[config.mk]
export PLATFORM = sky130hd
export DESIGN_NAME = i3c_target_rx
export DESIGN_NICKNAME = d
export VERILOG_FILES = /design/src/rtl/i3c_target_rx.sv
export SDC_FILE = /design/constraint.sdc
export NUM_CORES = 1
export LEC_CHECK = 0
export BUFFER_PORTS_ARGS = -buffer_cell sky130_fd_sc_hd__buf_2
export CAP_MARGIN = 25
export CORE_ASPECT_RATIO = 0.6
export CORE_UTILIZATION = 40
export CTS_CLUSTER_DIAMETER = 60
export DETAILED_ROUTE_END_ITERATION = 10
export GPL_TIMING_DRIVEN = 0
export SLEW_MARGIN = 15
export SYNTH_ARGS = -nofsm -noshare
export SYNTH_HDL_FRONTEND = slang
export SYNTH_SLANG_ARGS = --single-unit
[constraint.sdc]
create_clock -name clk_i -period 4 [get_ports clk_i]
set_clock_uncertainty 0.2 [all_clocks]
set_input_delay 0.2 -clock clk_i [delete_from_list [all_inputs] [get_ports clk_i]]
set_output_delay 0.2 -clock clk_i [all_outputs]
set_load 0.02 [all_outputs]
[src/rtl/i3c_target_rx.sv]
// I3C target receive path: synchronizes SCL/SDA, decodes START/STOP and clock edges,
// matches the static address, ACKs write transfers and receives T-bit-protected bytes.
module i3c_target_rx (
  input  logic       clk_i,
  input  logic       rst_ni,
  input  logic       enable_i,
  input  logic [6:0] static_addr_i,
  input  logic       scl_i,
  input  logic       sda_i,
  output logic       sda_oe_o,
  output logic [7:0] rx_data_o,
  output logic       rx_valid_o,
  output logic       addr_match_o,
  output logic [2:0] state_o,
  output logic       error_o
);

  typedef enum logic [2:0] {
    StIdle    = 3'd0,
    StAddress = 3'd1,
    StAck     = 3'd2,
    StData    = 3'd3,
    StError   = 3'd4
  } state_e;

  state_e     state_q, state_d;
  logic [3:0] bit_cnt_q, bit_cnt_d;
  logic [7:0] shift_q, shift_d;
  logic [7:0] rx_data_q, rx_data_d;
  logic       rx_valid_q, rx_valid_d;
  logic       error_q, error_d;
  logic       match_q, match_d;

  logic scl_s1, scl_s2, scl_d;
  logic sda_s1, sda_s2, sda_d;
  logic scl_rise, scl_fall, scl_high, start_det, stop_det;
  logic restart;
  logic [7:0] byte_in;
  logic parity_ok;

  // Synchronizers reset to 1 so a released bus looks idle
  always_ff @(posedge clk_i or negedge rst_ni) begin
    if (!rst_ni) begin
      scl_s1 <= 1'b1;
      scl_s2 <= 1'b1;
      scl_d  <= 1'b1;
      sda_s1 <= 1'b1;
      sda_s2 <= 1'b1;
      sda_d  <= 1'b1;
    end else begin
      scl_s1 <= scl_i;
      scl_s2 <= scl_s1;
      scl_d  <= scl_s2;
      sda_s1 <= sda_i;
      sda_s2 <= sda_s1;
      sda_d  <= sda_s2;
    end
  end

  assign scl_rise  = scl_s2 & ~scl_d;
  assign scl_fall  = ~scl_s2 & scl_d;
  assign scl_high  = scl_s2 & scl_d;
  assign stop_det  = scl_high & sda_s2 & ~sda_d;
  assign start_det = scl_high & ~sda_s2 & sda_d & ~stop_det;
  assign byte_in   = {shift_q[6:0], sda_s2};
  // Odd parity over data and the incoming T-bit
  assign parity_ok = ^{shift_q, sda_s2};

  always_ff @(posedge clk_i or negedge rst_ni) begin
    if (!rst_ni) begin
      state_q    <= StIdle;
      bit_cnt_q  <= 4'd0;
      shift_q    <= 8'h00;
      rx_data_q  <= 8'h00;
      rx_valid_q <= 1'b0;
      error_q    <= 1'b0;
      match_q    <= 1'b0;
    end else begin
      state_q    <= state_d;
      bit_cnt_q  <= bit_cnt_d;
      shift_q    <= shift_d;
      rx_data_q  <= rx_data_d;
      rx_valid_q <= rx_valid_d;
      error_q    <= error_d;
      match_q    <= match_d;
    end
  end

  always_comb begin
    state_d    = state_q;
    bit_cnt_d  = bit_cnt_q;
    shift_d    = shift_q;
    rx_data_d  = rx_data_q;
    rx_valid_d = 1'b0;
    error_d    = 1'b0;
    match_d    = match_q;
    restart    = 1'b0;
    if (stop_det) begin
      state_d = StIdle;
    end else if (start_det) begin
      // A disabled target drops out at the next START instead of re-addressing
      state_d = enable_i ? StAddress : StIdle;
      restart = 1'b1;
    end else begin
      unique case (state_q)
        StIdle: ;
        StAddress: begin
          if (scl_rise) begin
            shift_d   = byte_in;
            bit_cnt_d = bit_cnt_q + 4'd1;
            if (bit_cnt_q == 4'd7) begin
              if (byte_in[7:1] == static_addr_i && !byte_in[0]) begin
                state_d = StAck;
                match_d = 1'b1;
              end else begin
                state_d = StIdle;
              end
            end
          end
        end
        // Count 0: wait for fall; 1: driving, wait for rise; 2: driving, wait for fall
        StAck: begin
          if (scl_fall && bit_cnt_q == 4'd0) begin
            bit_cnt_d = 4'd1;
          end else if (scl_rise && bit_cnt_q == 4'd1) begin
            bit_cnt_d = 4'd2;
          end else if (scl_fall && bit_cnt_q == 4'd2) begin
            state_d = StData;
          end
        end
        StData: begin
          if (scl_rise) begin
            if (bit_cnt_q == 4'd8) begin
              if (parity_ok) begin
                rx_data_d  = shift_q;
                rx_valid_d = 1'b1;
                restart    = 1'b1;
              end else begin
                error_d = 1'b1;
                state_d = StError;
              end
            end else begin
              shift_d   = byte_in;
              bit_cnt_d = bit_cnt_q + 4'd1;
            end
          end
        end
        StError: ;
        default: state_d = StIdle;
      endcase
    end
    if (restart || stop_det || state_d != state_q) begin
      bit_cnt_d = 4'd0;
      shift_d   = 8'h00;
    end
    if (state_d == StIdle || state_d == StAddress) begin
      match_d = 1'b0;
    end
  end

  always_comb begin
    sda_oe_o     = (state_q == StAck) && (bit_cnt_q != 4'd0);
    state_o      = state_q;
    rx_data_o    = rx_data_q;
    rx_valid_o   = rx_valid_q;
    error_o      = error_q;
    addr_match_o = match_q;
  end

endmodule
# [After elaboration in Yosys (flattened, before gate mapping)]
# Index checks and enable logic that the tools add are counted.
[word_totals] register_bits=32 latch_bits=0 mem_bits_rw=0 romBits=0 input_bits=12 out_inout_bits=15 elab_cells=122 n_memories=0
[classes] n_addsub=1 multipliers=0 div_mod_pow=0 order_cmp=0 n_eq_ne=19 shifts=0 n_mux=50 bitwise_logic=14 reduce_logical=25
[op_table] operator="2-to-1 mux 8 bit" n=6
[op_table] operator="2-to-1 mux 4 bit" n=8
[op_table] operator="2-to-1 mux 3 bit" n=10
[op_table] operator="2-to-1 mux 1 bit" n=22
[op_table] operator="AND reduction 6 bit" n=3
[op_table] operator="case mux 8 bit (2 select lines)" n=1
[op_table] operator="case mux 3 bit (4 select lines)" n=1
[op_table] operator="case mux 4 bit (3 select lines)" n=1
[op_table] operator="!= test 3 bit, second input constant" n=3
[op_table] operator="parity 9 bit" n=1
[op_table] operator="bitwise AND 1 bit" n=8
[op_table] operator="!= test 2 x 1 -> 1 bit, second input constant" n=4
[op_table] operator="nonzero test 2 bit" n=4
[op_table] operator="nonzero test 4 bit" n=2
[op_table] operator="== test 7 bit" n=1
[op_table] operator="AND reduction 7 bit" n=1
[op_table] operator="== test 3 x 1 -> 1 bit, second input constant" n=2
[op_table] operator="== test 3 x 2 -> 1 bit, second input constant" n=2
[op_table] operator="logical NOT 3 bit" n=2
[op_table] operator="inverter 1 bit" n=6
[op_table] operator="logical AND 1 bit" n=5
[op_table] operator="adder 4 x 1 -> 4 bit, second input constant" n=1
[op_table] operator="== test 4 x 1 -> 1 bit, second input constant" n=1
[op_table] operator="== test 4 x 2 -> 1 bit, second input constant" n=1
[op_table] operator="11 further kinds" n=13

# [Longest topological paths before layout]
[depth] ltp_word=13 mapped_depth=8 depth_no_buf=7

# [Worst setup path after synthesis]
# OpenSTA, ideal clock, no wires.
[synth_path] kind="register -> register" from="register state_q[2] (netlist: state_o[2])" to="register bit_cnt_q[3]" setup_ns=0.155 t_arrival_ns=1.950 required_time_ns=3.645 slack_ns=1.695 stages_incl_launch_ff=8 path_buffers=2 synth_period_minus_slack_ns=2.305 path_cell_list="dfrtp_1 > buf_2 > or4b_1 > nor4_1 > nand3_1 > nand2_1 > buf_4 > nor3_1"
[synth_via] elab_chain_cells=10 elab_cells_between_ends=35 classes_between="eq/ne (11); mux (18); reduce/logical (6)"
[synth_lines] element="start: declaration" line="26" source="state_e state_q, state_d;"
[synth_lines] element="start signal: assignment" line="71" source="state_q <= StIdle;"
[synth_lines] element="start signal: assignment" line="79" source="state_q <= state_d;"
[synth_lines] element="2-to-1 mux 3 bit (on tied branches)" line="134, 127"
[synth_lines] element="2-to-1 mux 3 bit (on tied branches)" line="133, 125"
[synth_lines] element="2-to-1 mux 3 bit (on tied branches)" line="132, 123"
[synth_lines] element="case mux 3 bit (4 select lines)" line="105" source="unique case (state_q)"
[synth_lines] element="2-to-1 mux 3 bit" line="100" source="end else if (start_det) begin"
[synth_lines] element="2-to-1 mux 3 bit" line="98" source="if (stop_det) begin"
[synth_lines] element="!= test 3 bit" line="152" source="if (restart || stop_det || state_d != state_q) begin"
[synth_lines] element="logical OR 1 bit" line="152"
[synth_lines] element="!= test 4 bit (no source line) (tied with other cells)"
[synth_lines] element="AND reduction 7 bit (no source line)"
[synth_lines] element="end signal: assignment" line="80" source="bit_cnt_q <= bit_cnt_d;"
[synth_lines] element="end: declaration" line="27" source="logic [3:0] bit_cnt_q, bit_cnt_d;"
# Several ways; a longest one is shown, not always the timed one. The select of a mux whose other input is x is not followed.
# A chain may end at the register's enable or synchronous reset.

# [Worst setup path in the final report]
# Ends and elaborated chain as after synthesis.

==> flow_summary_export.csv <==
group,metric,value,unit
die,die_height,56.34,um
synthesis,synth_sequential_area_ratio,0.4107,
synthesis,postSynth.asyncResetShare,1.000,
finish,antennaDiodeCount,0,
pwr,power.share.combinational,0.157,
worst_setup_path,worst-endpoint-arrival,2630,ps
synthesis,synth-edff-count,0,
route,detail_route.drc_violations,0,
synthesis,yosysMostFrequentCell,"dfrtp_1",
finish,final_util,0.4930,
synthesis,ys_warn_count,0,
sta,worstMarginPinSlew,841.9,ps
global_routing,initial_antenna_violation_count,0,
worst_setup_path,worst_setup_path_end_kind,"register",
synthesis,synthesized_area_divided_by_synthesized_cell_count,11.51,sq um
pwr,seq_power_share,0.486,
sta,fin_crit_sh,0.6749,
worst_setup_path,critPathRequiredTime,3930,ps
die,floorplan.core_area,0.004659,sq mm
die,floorplan.io_pins,27,
cts,cts_setup_buffers,0,
synthesis,synth_largest_type_area_fraction,0.3306,
cts,clk_transition_reported_paths,60,ps
cts,h_tree_lvls,2,
hold_path,hold_path.class,"reg2reg",
pwr,net-switching-power,191.3,uW
die,num_rows,19,
global_routing,grt_usage,0.2018,
cts,cts_tree,"built",
cts,cts_buffers,5,
finish,drive_gt1_frac,0.3510,
run,cap_viol_max_count,0,
place,half_perimeter_wire_length_of_the_detailed_placement_result,3557,um
sta,fmax,370.4,MHz
synthesis,synth-seq-cells,32,
worst_setup_path,worst_setup_path_start_kind,"register",
cts,clock_latency,280,ps
finish,fin_cells,271,
cts,clock_tree.root_cell,"clkbuf_8",
place,numPortBuffers,26,
worst_setup_path,worst-path-max-fanout,10,
synthesis,yosys.area.top_type,"dfrtp_1",
finish,nNetsFinal,223,
pwr,switching_share,0.2698,
worst_setup_path,slowest_delay,530,ps
worst_setup_path,critPathKind,"reg2reg",
route,routed-via-count,1518,
synthesis,postSynthNetCount,187,
worst_setup_path,path_cells,"buf_2 > or4b_1 > nor4_1 > nand3_1 > nand2_1 > buf_4 > nor3_1",
route,routed_wirelength,4719,um
route,avgRoutedWirePerCell,17.41,um
worst_setup_path,path_buf_inv,2,
pwr,pwr-share-clk,0.357,
sta,timing_hold_violations_final,0,
cts,clock-sinks,32,
global_routing,first_pass_grt_wire_length,7907,um
die,die_area,0.005214,sq mm
synthesis,synth.top_cells.by_count,"dfrtp_1, mux2i_1, nor4_2, xor2_1, nor2_1",
outcome,outcome,"finished clean",
pwr,power_leakage,0.001126,uW
sta,maxSlewHeadroom,0.4345,
pwr,cell_internal_pwr,517.7,uW
sta,final_period_minus_worst_setup_slack,2700,ps
sta,setup_total_negative_slack,0,ps
place,place.gp.congestion,0.9197,
synthesis,yosys.cell_types.count,59,
synthesis,yosys-top-cells-area,"dfrtp_1, dfstp_2, nor4_2",
route,drtIter0Drc,99,
sta,post-route-worst-setup-slack,1300,ps
worst_setup_path,worst_path_max_delay_cell,"or4b_1",
sta,grt_setup_unrepaired,"false",
route,drt_pass1_iterations,4,
die,initial_core_util,0.4224,
worst_setup_path,cp_top_family,"simple AND/OR/NAND/NOR gates",
place,placed_cells,260,
pwr,power_per_cell_area,308.6,mW/mm^2
die,chipWidth,92.56,um
global_routing,gr-total-overflow,0,
route,vias_per_cell,5.601,
finish,layout-area-overhead-vs-synth,16.72,%
global_routing,first_global_vias,1594,
pwr,power.ir.vdd_worst,159.1,uV
global_routing,largest_net_degree_at_the_start_of_global_routing,33,
place,dp_slack,1292,ps
cts,clock_path_buffers,2,
synthesis,synth.cell_area,0.001968,sq mm
synthesis,dominant_register_cell_in_the_synthesized_netlist,"dfrtp_1",
sta,timing.final.max_slew_violations,0,
synthesis,syn-instance-count,171,
route,ant_nets,0,
sta,setup_viol_count_final,0,
[cells in the final DEF (no fill, tap or decap), types with 2 or more instances in the layout]
cell / Yosys / routed
o2111ai_1: 3 / 3
inv_1: 4 / 4
dlygate4sd3_1: 0 / 3
buf_1: 2 / 2
nand3b_1: 2 / 2
nor4b_1: 2 / 2
mux2i_1: 10 / 10
nand2_1: 6 / 6
a31oi_1: 3 / 3
mux2_4: 4 / 4
nor3b_1: 2 / 2
and3_1: 2 / 2
mux2_2: 4 / 4
o21ai_0: 2 / 2
dfstp_2: 6 / 6
ha_1: 4 / 4
clkbuf_8: 0 / 6
buf_2: 4 / 30
nor4_1: 2 / 2
nor4_2: 9 / 9
nor2b_1: 2 / 2
nor3_1: 6 / 6
xnor2_1: 2 / 2
xor2_1: 9 / 9
and3b_1: 2 / 2
dfrtp_1: 26 / 26
nand2b_1: 4 / 4
a21oi_1: 5 / 5
nor2_1: 8 / 8
a31o_2: 2 / 2
clkbuf_1: 2 / 4
nand3_1: 3 / 3
[final cells by class]
class | instances | area [sq um]
plain buffers | 10 | 53.80
fillers | 444 | 2362
multi-input cells | 125 | 1091
clock buffers | 8 | 90.09
inverters | 4 | 15.01
repair buffers | 29 | 160.2
well taps | 63 | 78.83
flip-flops and latches | 32 | 808.3
[worst paths after layout]
kind / slack [ps] / cells past startpoint / from / end
worst max register to register: 1300 / 7 / state_o[2] / bit_cnt_q[3]
worst min-delay path: 160 / 0 / sda_s1 / sda_s2
worst max-delay path: 1300 / 7 / state_o[2] / bit_cnt_q[3]
max in group asynchronous: 2830 / 2 / rst_ni / state_o[2]
min in group asynchronous: 310 / 2 / rst_ni / state_o[0]
worst min register to register: 160 / 0 / sda_s1 / sda_s2
[state kept, by name, summed over array words and instances, names as in the netlist]
signal,count
scl_s1,1
rx_data_o,8
rx_valid_o,1
shift_q,8
state_o,3
error_o,1
sda_d,1
addr_match_o,1
sda_s2,1
scl_s2,1
scl_d,1
sda_s1,1
bit_cnt_q,4
[per-layer routing]
layer,GRT usage,routed length (um),up-vias
met5,0,0,-
met4,0.07589,51,0
met3,0.04743,188,7
met2,0.2847,2085,27
met1,0.2990,2394,770
li1,-,-,714
[stage by stage]
stage	total power (uW)	cell area (sq um)	hold WS, ps
after detailed placement	458.8	2177	92.32
final	709.0	2297	155.6
after floorplan	424.1	1968	-295.6
after CTS	712.7	2297	156.0
after global routing	742.5	2297	159.0
after global placement	454.3	2177	89.74
[power groups by stage]
stage | logic (uW) | registers, uW | clock network (uW)
6_report | 112 | 344 | 253
5_1_grt | 121 | 346 | 275
4_1_cts | 111 | 344 | 257
3_5_place_dp | 109 | 350 | 0
3_3_place_gp | 105 | 349 | 0
2_1_floorplan | 75.3 | 349 | 0
[cell families (layout without fill, tap and decap cells)]
| group | after synthesis | in the layout | synth area share |
|---|---|---|---|
| buffers and inverters | 14 | 51 | 0.03497 |
| XOR/XNOR | 14 | 14 | 0.08201 |
| multiplexers | 19 | 19 | 0.1113 |
| flip-flops | 32 | 32 | 0.4107 |
| AND/OR/NAND/NOR | 60 | 60 | 0.2251 |
| adder cells (fa/ha/maj) | 4 | 4 | 0.02543 |
| AO/OA/AOI/OAI | 28 | 28 | 0.1106 |
[what timing repair did]
| action | 4_1_cts | 5_1_grt |
|---|---|---|
| hold buffers | 3 | 0 |
| resized for setup | 0 | 0 |
| hold endpoints to repair | 28 | 0 |
(Power assumes the default switching activity.)
